$ cat config.mk
export PLATFORM = sky130hd
export DESIGN_NAME = slope_adc_ctrl
export DESIGN_NICKNAME = d
export VERILOG_FILES = /design/src/rtl/slope_adc_ctrl.sv
export SDC_FILE = /design/constraint.sdc
export NUM_CORES = 1
export LEC_CHECK = 0
export ABC_CLOCK_PERIOD_IN_PS = 4200
export CORE_ASPECT_RATIO = 0.75
export CORE_UTILIZATION = 35
export DETAILED_ROUTE_END_ITERATION = 7
export HOLD_SLACK_MARGIN = 0.03
export SKIP_LAST_GASP = 1
export SLEW_MARGIN = 25
export SYNTH_ARGS = -nofsm -noshare
export SYNTH_HDL_FRONTEND = slang
export SYNTH_SLANG_ARGS = --single-unit
$ cat constraint.sdc
create_clock -name clk -period 4.2 [get_ports clk]
set_input_delay 0.84 -clock clk [delete_from_list [all_inputs] [get_ports clk]]
set_output_delay 0.84 -clock clk [all_outputs]
set_load 0.05 [all_outputs]
$ cat src/rtl/slope_adc_ctrl.sv
// rtl/slope_adc_ctrl.sv - single-slope ADC sequencer: discharge, ramp, count to comparator trip, hand off result
module slope_adc_ctrl #(
  parameter int CNT_W            = 10,
  parameter int DISCHARGE_CYCLES = 64,
  parameter int CONTINUOUS       = 0
) (
  input  logic             clk,
  input  logic             rst_l,
  input  logic             start,
  input  logic             comp_in,
  output logic             ramp_en,
  output logic             discharge,
  output logic             busy,
  output logic [CNT_W-1:0] sample,
  output logic             sample_overrange,
  output logic             sample_valid,
  input  logic             sample_ready
);

  localparam int DW = (DISCHARGE_CYCLES > 1) ? $clog2(DISCHARGE_CYCLES) : 1;
  localparam logic [DW-1:0]    DISCH_LAST = DW'(DISCHARGE_CYCLES - 1);
  localparam logic [CNT_W-1:0] CNT_MAX    = '1;

  typedef enum logic [1:0] {IDLE, DISCH, RAMP, HOLD} state_t;

  state_t           state_q;
  logic             comp_m_q;
  logic             comp_s_q;
  logic [DW-1:0]    disch_cnt_q;
  logic [CNT_W-1:0] cnt_q;
  logic [CNT_W-1:0] res_q;
  logic             ovr_q;
  logic             ramp_en_q;
  logic             discharge_q;
  logic             busy_q;
  logic [CNT_W-1:0] sample_q;
  logic             sample_ovr_q;
  logic             sample_valid_q;

  // comp_in is asynchronous to clk; only comp_s_q is used downstream
  always_ff @(posedge clk or negedge rst_l) begin
    if (!rst_l) begin
      comp_m_q <= 1'b0;
      comp_s_q <= 1'b0;
    end else begin
      comp_m_q <= comp_in;
      comp_s_q <= comp_m_q;
    end
  end

  always_ff @(posedge clk or negedge rst_l) begin
    if (!rst_l) begin
      state_q        <= IDLE;
      disch_cnt_q    <= '0;
      cnt_q          <= '0;
      res_q          <= '0;
      ovr_q          <= 1'b0;
      ramp_en_q      <= 1'b0;
      discharge_q    <= 1'b0;
      busy_q         <= 1'b0;
      sample_q       <= '0;
      sample_ovr_q   <= 1'b0;
      sample_valid_q <= 1'b0;
    end else begin
      // Consumer handshake; a HOLD reload below overrides this in the same edge
      if (sample_valid_q && sample_ready) begin
        sample_valid_q <= 1'b0;
      end
      case (state_q)
        IDLE: begin
          if (start || (CONTINUOUS != 0)) begin
            state_q     <= DISCH;
            discharge_q <= 1'b1;
            busy_q      <= 1'b1;
            disch_cnt_q <= '0;
          end
        end
        DISCH: begin
          if (disch_cnt_q == DISCH_LAST) begin
            state_q     <= RAMP;
            discharge_q <= 1'b0;
            ramp_en_q   <= 1'b1;
            cnt_q       <= '0;
          end else begin
            disch_cnt_q <= disch_cnt_q + 1'b1;
          end
        end
        RAMP: begin
          // A trip on the full-scale cycle wins over overrange
          if (comp_s_q) begin
            res_q     <= cnt_q;
            ovr_q     <= 1'b0;
            ramp_en_q <= 1'b0;
            state_q   <= HOLD;
          end else if (cnt_q == CNT_MAX) begin
            res_q     <= CNT_MAX;
            ovr_q     <= 1'b1;
            ramp_en_q <= 1'b0;
            state_q   <= HOLD;
          end else begin
            cnt_q <= cnt_q + 1'b1;
          end
        end
        HOLD: begin
          if (!sample_valid_q || sample_ready) begin
            sample_q       <= res_q;
            sample_ovr_q   <= ovr_q;
            sample_valid_q <= 1'b1;
            busy_q         <= 1'b0;
            state_q        <= IDLE;
          end
        end
        default: state_q <= IDLE;
      endcase
    end
  end

  assign ramp_en          = ramp_en_q;
  assign discharge        = discharge_q;
  assign busy             = busy_q;
  assign sample           = sample_q;
  assign sample_overrange = sample_ovr_q;
  assign sample_valid     = sample_valid_q;

endmodule

==> implementation parameters, run 1 <==
Parameter                              Value

Timing
  Endpoints failing setup ... 0
  Shortest clock period the worst path allows after layout ... 2.87 ns
  Share of the clock period used by the worst path ... 0.682
  Timing-limited maximum frequency ... 349 MHz
  Remaining max-slew budget at the tightest pin ... 0.415
  Final clock skew ... 0.00732 ns
  Aggregate negative setup slack ... 0 ns
  Tightest Pin Transition ... 0.877 ns
  Max-slew violation count ... 0
  Setup repair after global routing missed its margin ... false
  Final hold vios ... 0

Floorplanning
  Area of the core ... 6040 um^2
  Area of the die ... 6800 um^2
  Starting density of the core ... 0.375
  Top-Level Pins ... 20
  Die width ... 94.9 um
  Number of cell rows ... 24
  Die outline height ... 71.7 um

CTS
  Clock Sink Count ... 46
  Maximum level of the CTS H-tree ... 2
  Clock Tree Buf Depth ... 2
  Number of buffers added for setup after CTS ... 0
  Clock insertion delay at the later pin of the skew report ... 0.31 ns
  Number of buffers created by CTS ... 5
  Number of buffers inserted by hold repair at cts ... 0
  Root Driver ... clkbuf_8
  Clock slew seen by the registers of the worst setup and hold paths ... 0.09 ns
  CTS tree ... yes
  Number of cells upsized or downsized after cts ... 0

Synthesis
  Share of flip-flops with an asynchronous set or reset ... 1.00
  Post-synthesis net count ... 210
  Count of flip-flops with a built-in enable after synthesis ... 0
  Per-instance average area after synthesis ... 11.4 um^2
  Register area share after synthesis ... 0.508
  Cell area after synthesis ... 2260 um^2
  Synth warnings ... 0
  Unique cell type count in the Yosys netlist ... 50
  Ys flop type ... dfrtp_1
  Number of cells produced by synthesis ... 198
  Post-synthesis register bit count ... 46

Setup path
  Maximum fanout along the worst path ... 23
  Kind of cell adding the most delay to the critical path ... compound AO/OA/AOI/OAI gates
  CP Data Arrival Time ... 3.05 ns
  Setup crit end kind ... flip-flop
  Buffers plus inverters on the worst setup path ... 1
  Required time worst endpoint ... 4.38 ns
  Crit path kind ... flip-flop to flip-flop
  CP Cell Sequence ... inv_1 -> ha_1 -> nand3_1 -> o31ai_4 -> or2_1 -> o211ai_1
  Cell with the largest stage delay on the worst path ... o31ai_4
  Category of the worst setup path launch point ... flip-flop
  Crit path largest cell delay ... 0.76 ns

Power and ir drop
  Power density over cell area ... 733 nW/um^2
  Final Total Pwr ... 1900 uW
  Leakage power summed over all cells ... 0.00110 uW
  Max VDD drop ... 0.312 mV

Final layout
  Area of the multi-input gates ... 1030 um^2
  Antenna diodes ... 0
  Number of filler instances in the final layout ... 573
  Synthesis-to-layout area growth ... 14.3%
  Sequential cell area ... 1150 um^2
  Final Net Count ... 227
  Ratio of cells with drive above 1 in the final layout ... 0.106

Min path
  Type of the tightest min-delay check ... flip-flop to flip-flop

Routing
  Number of violations reported at the end of detailed-routing iteration 0 ... 103
  Highest signal layer in the routed design ... met4
  Per-cell routed wire length ... 14.9 um
  Remaining antenna violation count ... 0
  First-pass iteration count of the detailed router ... 4
  Routed WL ... 4390 um
  Sum of met2 wire segment lengths after detailed routing ... 1800 um
  Number of vias after detailed routing ... 1605
  Via-to-Cell Ratio ... 5.46
  Number of remaining DRC errors ... 0
  Met3 routed WL ... 136 um
  Wire length on met1 ... 2380 um

Job
  Max-cap viol count ... 0

Global route
  Vias in the first global route ... 1545
  Pin count of the biggest net entering global routing ... 47
  Global-route wire length before repair ... 7490 um
  Total global routing track utilization ... 0.145
  Total gr overflow ... 0
  Number of antenna violations at the first check in global routing ... 0

Placed design
  I/O Buffers ... 19
  Half-perimeter wire length after placement ... 2890 um
  Global placer's final weighted congestion ... 0.786

Status
  Outcome ... finished, final reports clean
-- metal layers --
| layer | vias to the layer above | GRT usage |
|---|---|---|
| met4 | 0 | 0.0606 |
| met3 | 7 | 0.0350 |
| met5 | - | 0 |
| met1 | 790 | 0.204 |
| li1 | 780 | - |
| met2 | 28 | 0.212 |
-- path summary, 6_finish.rpt --
check | from | end | slack [ns] | cells after the start
max | state_q[0] | cnt_q[2] | 1.33 | 6
min | comp_m_q | comp_s_q | 0.36 | 0
max reg2reg | state_q[0] | cnt_q[2] | 1.33 | 6
min reg2reg | comp_m_q | comp_s_q | 0.36 | 0
max in group asynchronous | rst_l | busy | 3.19 | 2
min in group asynchronous | rst_l | disch_cnt_q[3] | 0.60 | 2
-- through the flow --
stage / setup WS, ns / cells / hold WS, ns / util / cell area [um^2]
5_1_grt: 1.03 / 294 / 0.366 / 0.429 / 2590
6_report: 1.33 / 294 / 0.358 / 0.429 / 2590
3_3_place_gp: 1.37 / 286 / 0.333 / 0.413 / 2490
4_1_cts: 1.31 / 294 / 0.355 / 0.429 / 2590
2_1_floorplan: 2.40 / 198 / 0.331 / - / 2260
3_5_place_dp: 1.31 / 286 / 0.336 / 0.413 / 2490
-- synthesized netlist by cell type (all sizes together) (3+ instances only) --
cell type	instances	share of area
a21o	4	0.013
a21oi	5	0.011
a211o	3	0.012
a22o	3	0.012
and3	4	0.013
mux2	12	0.060
inv	6	0.0099
nand3	9	0.024
o22a	10	0.039
nand4	4	0.011
nand2b	5	0.014
buf	8	0.024
o31ai	3	0.016
ha	7	0.039
mux2i	5	0.022
nand2	8	0.013
dfrtp	46	0.51
o21ai	18	0.040
nor2	5	0.0083
-- state kept, by name, indices dropped and copies added (netlist names), 2 cells and up --
| register | count |
|---|---|
| state_q | 2 |
| res_q | 10 |
| sample | 10 |
| disch_cnt_q | 6 |
| cnt_q | 10 |
-- kinds of logic after synthesis --
family,count (synthesis),share of synthesized area
AO/OA/AOI/OAI,61,0.199
adder cells (fa/ha/maj),7,0.0387
buffers and inverters,16,0.0376
flip-flops,46,0.508
multiplexers,17,0.0818
AND/OR/NAND/NOR,51,0.135
-- cells in the final DEF (no fill, tap or decap), types with 4 or more instances in the layout --
cell             netlist  layout
a21oi_1                5       5
o21ai_1                7       7
dfrtp_1               46      46
o22a_1                10      10
a21o_1                 4       4
mux2_2                 5       5
mux2i_1                5       5
nor2_1                 5       5
clkbuf_8               0       6
nand3_1                7       7
clkdlybuf4s50_1        0      18
nand2_1                8       8
o21ai_0               11      11
ha_1                   7       7
nand4_1                4       4
mux2_1                 7       7
nand2b_1               5       5
inv_1                  6       6
-- worst reg2reg max path, cell delays in order (launching register included) --
cell and delay, ns:
dfrtp_1 0.42, inv_1 0.11, ha_1 0.66, nand3_1 0.24, o31ai_4 0.76, or2_1 0.41
o211ai_1 0.14
-- power breakdown --
group / leakage [uW] / total (uW) / internal, uW / switching (uW)
combinational: 0.000475 / 899 / 353 / 546
clock: 0.0000472 / 284 / 132 / 152
sequential: 0.000575 / 714 / 605 / 109
total: 0.00110 / 1900 / 1090 / 807
-- final cells by class --
class,instances,area share
clock inverters,2,0.00484
inverters,6,0.00870
clock buffers,6,0.0319
multi-input cells,136,0.397
well taps,78,0.0377
flip-flops and latches,46,0.445
repair buffers,20,0.0745
No activity file was read; power rests on OpenSTA's default activity.
==> run 2: changes to the inputs <==
--- a/config.mk
+++ b/config.mk
@@ -5,7 +5,7 @@
 export SDC_FILE = /design/constraint.sdc
 export NUM_CORES = 1
 export LEC_CHECK = 0
-export ABC_CLOCK_PERIOD_IN_PS = 4200
+export ABC_CLOCK_PERIOD_IN_PS = 2800
 export CORE_ASPECT_RATIO = 0.75
 export CORE_UTILIZATION = 35
 export DETAILED_ROUTE_END_ITERATION = 7
==> constraint.sdc (replaced) <==
create_clock -name clk -period 2.8 [get_ports clk]
set_input_delay 0.56 -clock clk [delete_from_list [all_inputs] [get_ports clk]]
set_output_delay 0.56 -clock clk [all_outputs]
set_load 0.05 [all_outputs]
==> implementation parameters, run 2 (same netlist as run 1, synthesis figures left out) <==
Parameter                              Value

Status
  Outcome ... finished, final reports clean

Floorplanning
  Die outline height ... 71.7 um
  Starting density of the core ... 0.375
  Top-Level Pins ... 20
  Die width ... 94.9 um
  Area of the die ... 6800 um^2
  Area of the core ... 6040 um^2
  Number of cell rows ... 24

Setup path
  CP Data Arrival Time ... 2.28 ns
  Setup crit end kind ... flip-flop
  Maximum fanout along the worst path ... 20
  Worst-case register-to-register setup slack ... 0.69 ns
  Worst r2r path cells ... 7
  Launch point of the worst reg-to-reg path ... state_q[0]
  Required time worst endpoint ... 2.98 ns
  Crit path kind ... flip-flop to flip-flop
  Category of the worst setup path launch point ... flip-flop
  Critical register-to-register path endpoint ... cnt_q[7]
  Capturing element of the worst setup path ... cnt_q[7]
  Origin of the worst setup path ... state_q[0]

Final layout
  Final design instance area without fill ... 2640 um^2
  Most frequent cells in the layout ... dfrtp_1, clkdlybuf4s50_1, o21ai_0, o22a_1, nand2_1
  Final Net Count ... 232
  Sequential cell area ... 1150 um^2
  Ratio of cells with drive above 1 in the final layout ... 0.122
  Most common cell after layout, fill and taps aside ... dfrtp_1
  Antenna diodes ... 0
  Number of filler instances in the final layout ... 578
  Area of the multi-input gates ... 1030 um^2
  Synthesis-to-layout area growth ... 16.6%

Timing
  Final hold vios ... 0
  Remaining max-slew budget at the tightest pin ... 0.539
  Share of the clock period used by the worst path ... 0.752
  Setup repair after global routing missed its margin ... false
  Shortest clock period the worst path allows after layout ... 2.11 ns
  Final clock skew ... 0.00606 ns
  Timing-limited maximum frequency ... 475 MHz
  Aggregate negative setup slack ... 0 ns
  Max-slew violation count ... 0
  Tightest Pin Transition ... 0.691 ns
  Endpoints failing setup ... 0

Routing
  Number of violations reported at the end of detailed-routing iteration 0 ... 111
  First-pass iteration count of the detailed router ... 4
  Routed WL ... 4550 um
  Number of remaining DRC errors ... 0
  Via-to-Cell Ratio ... 5.44
  Number of vias after detailed routing ... 1627
  Remaining antenna violation count ... 0
  Per-cell routed wire length ... 15.2 um

CTS
  Clock slew seen by the registers of the worst setup and hold paths ... 0.09 ns
  Maximum level of the CTS H-tree ... 2
  Number of cells upsized or downsized after cts ... 0
  Number of buffers inserted by hold repair at cts ... 0
  Number of buffers created by CTS ... 5
  Clock insertion delay at the later pin of the skew report ... 0.29 ns
  Clock Sink Count ... 46
  Root Driver ... clkbuf_8
  CTS tree ... yes
  Number of buffers added for setup after CTS ... 0
  Clock Tree Buf Depth ... 2

Global route
  Global-route wire length before repair ... 7940 um
  Vias in the first global route ... 1554
  Total global routing track utilization ... 0.152
  Number of antenna violations at the first check in global routing ... 0
  Total gr overflow ... 0
  Pin count of the biggest net entering global routing ... 31

Min path
  Type of the tightest min-delay check ... input port to asynchronous set/reset pin

Power and ir drop
  Power density over cell area ... 1110 nW/um^2
  Leakage power summed over all cells ... 0.00113 uW
  Max VDD drop ... 0.380 mV
  Final Total Pwr ... 2940 uW

Placed design
  I/O Buffers ... 19
  Global placer's final weighted congestion ... 0.745
  Placed cell areas ... 2530 um^2
  Half-perimeter wire length after placement ... 3180 um

Job
  Max-cap viol count ... 0
run 2: through the flow:
step | util | worst slack [ns] | std cells | hold slack (ns)
after floorplan | - | 1.08 | 198 | 0.264
after global placement | 0.419 | 0.601 | 291 | 0.361
after detailed placement | 0.419 | 0.587 | 291 | 0.352
after CTS | 0.437 | 0.676 | 299 | 0.317
after global routing | 0.437 | 0.519 | 299 | 0.344
final | 0.437 | 0.694 | 299 | 0.300
run 2: power by group:
group / total [uW] / switching (uW) / internal, uW
Combinational: 1380 / 826 / 557
Clock: 486 / 219 / 266
Sequential: 1070 / 166 / 908
Total: 2940 / 1210 / 1730
run 2: area by class of cell:
type                    count  share of cell area
flip-flops and latches     46               0.436
inverters                   6             0.00853
repair buffers             25              0.0872
clock buffers               6              0.0275
clock inverters             2              0.0142
well taps                  78              0.0370
multi-input cells         136               0.390
run 2: worst min path at each step:
| stage | slack, ns | end | depth (start not counted) | startpoint |
|---|---|---|---|---|
| after floorplan | 0.26 | busy | 0 | rst_l |
| after global placement | 0.36 | comp_s_q | 0 | comp_m_q |
| after detailed placement | 0.35 | comp_s_q | 0 | comp_m_q |
| after CTS | 0.32 | cnt_q[9] | 1 | rst_l |
| after global routing | 0.34 | cnt_q[9] | 1 | rst_l |
| final | 0.30 | cnt_q[9] | 1 | rst_l |
run 2: critical path: stages (launching register included):
cell     delay (ns)
dfrtp_1        0.41
inv_1          0.10
ha_1           0.26
buf_4          0.22
nand2_1        0.14
o31ai_4        0.14
or2_1          0.39
a211o_1        0.33
run 2: per-layer routing:
| metal | global-route usage | wire length [um] | vias to the layer above | part of all wire |
|---|---|---|---|---|
| li1 | - | - | 789 | - |
| met4 | 0.0354 | 25 | 0 | 0.0055 |
| met5 | 0 | 0 | - | 0 |
| met2 | 0.223 | 1960 | 26 | 0.43 |
| met3 | 0.0414 | 154 | 2 | 0.034 |
| met1 | 0.224 | 2410 | 810 | 0.53 |
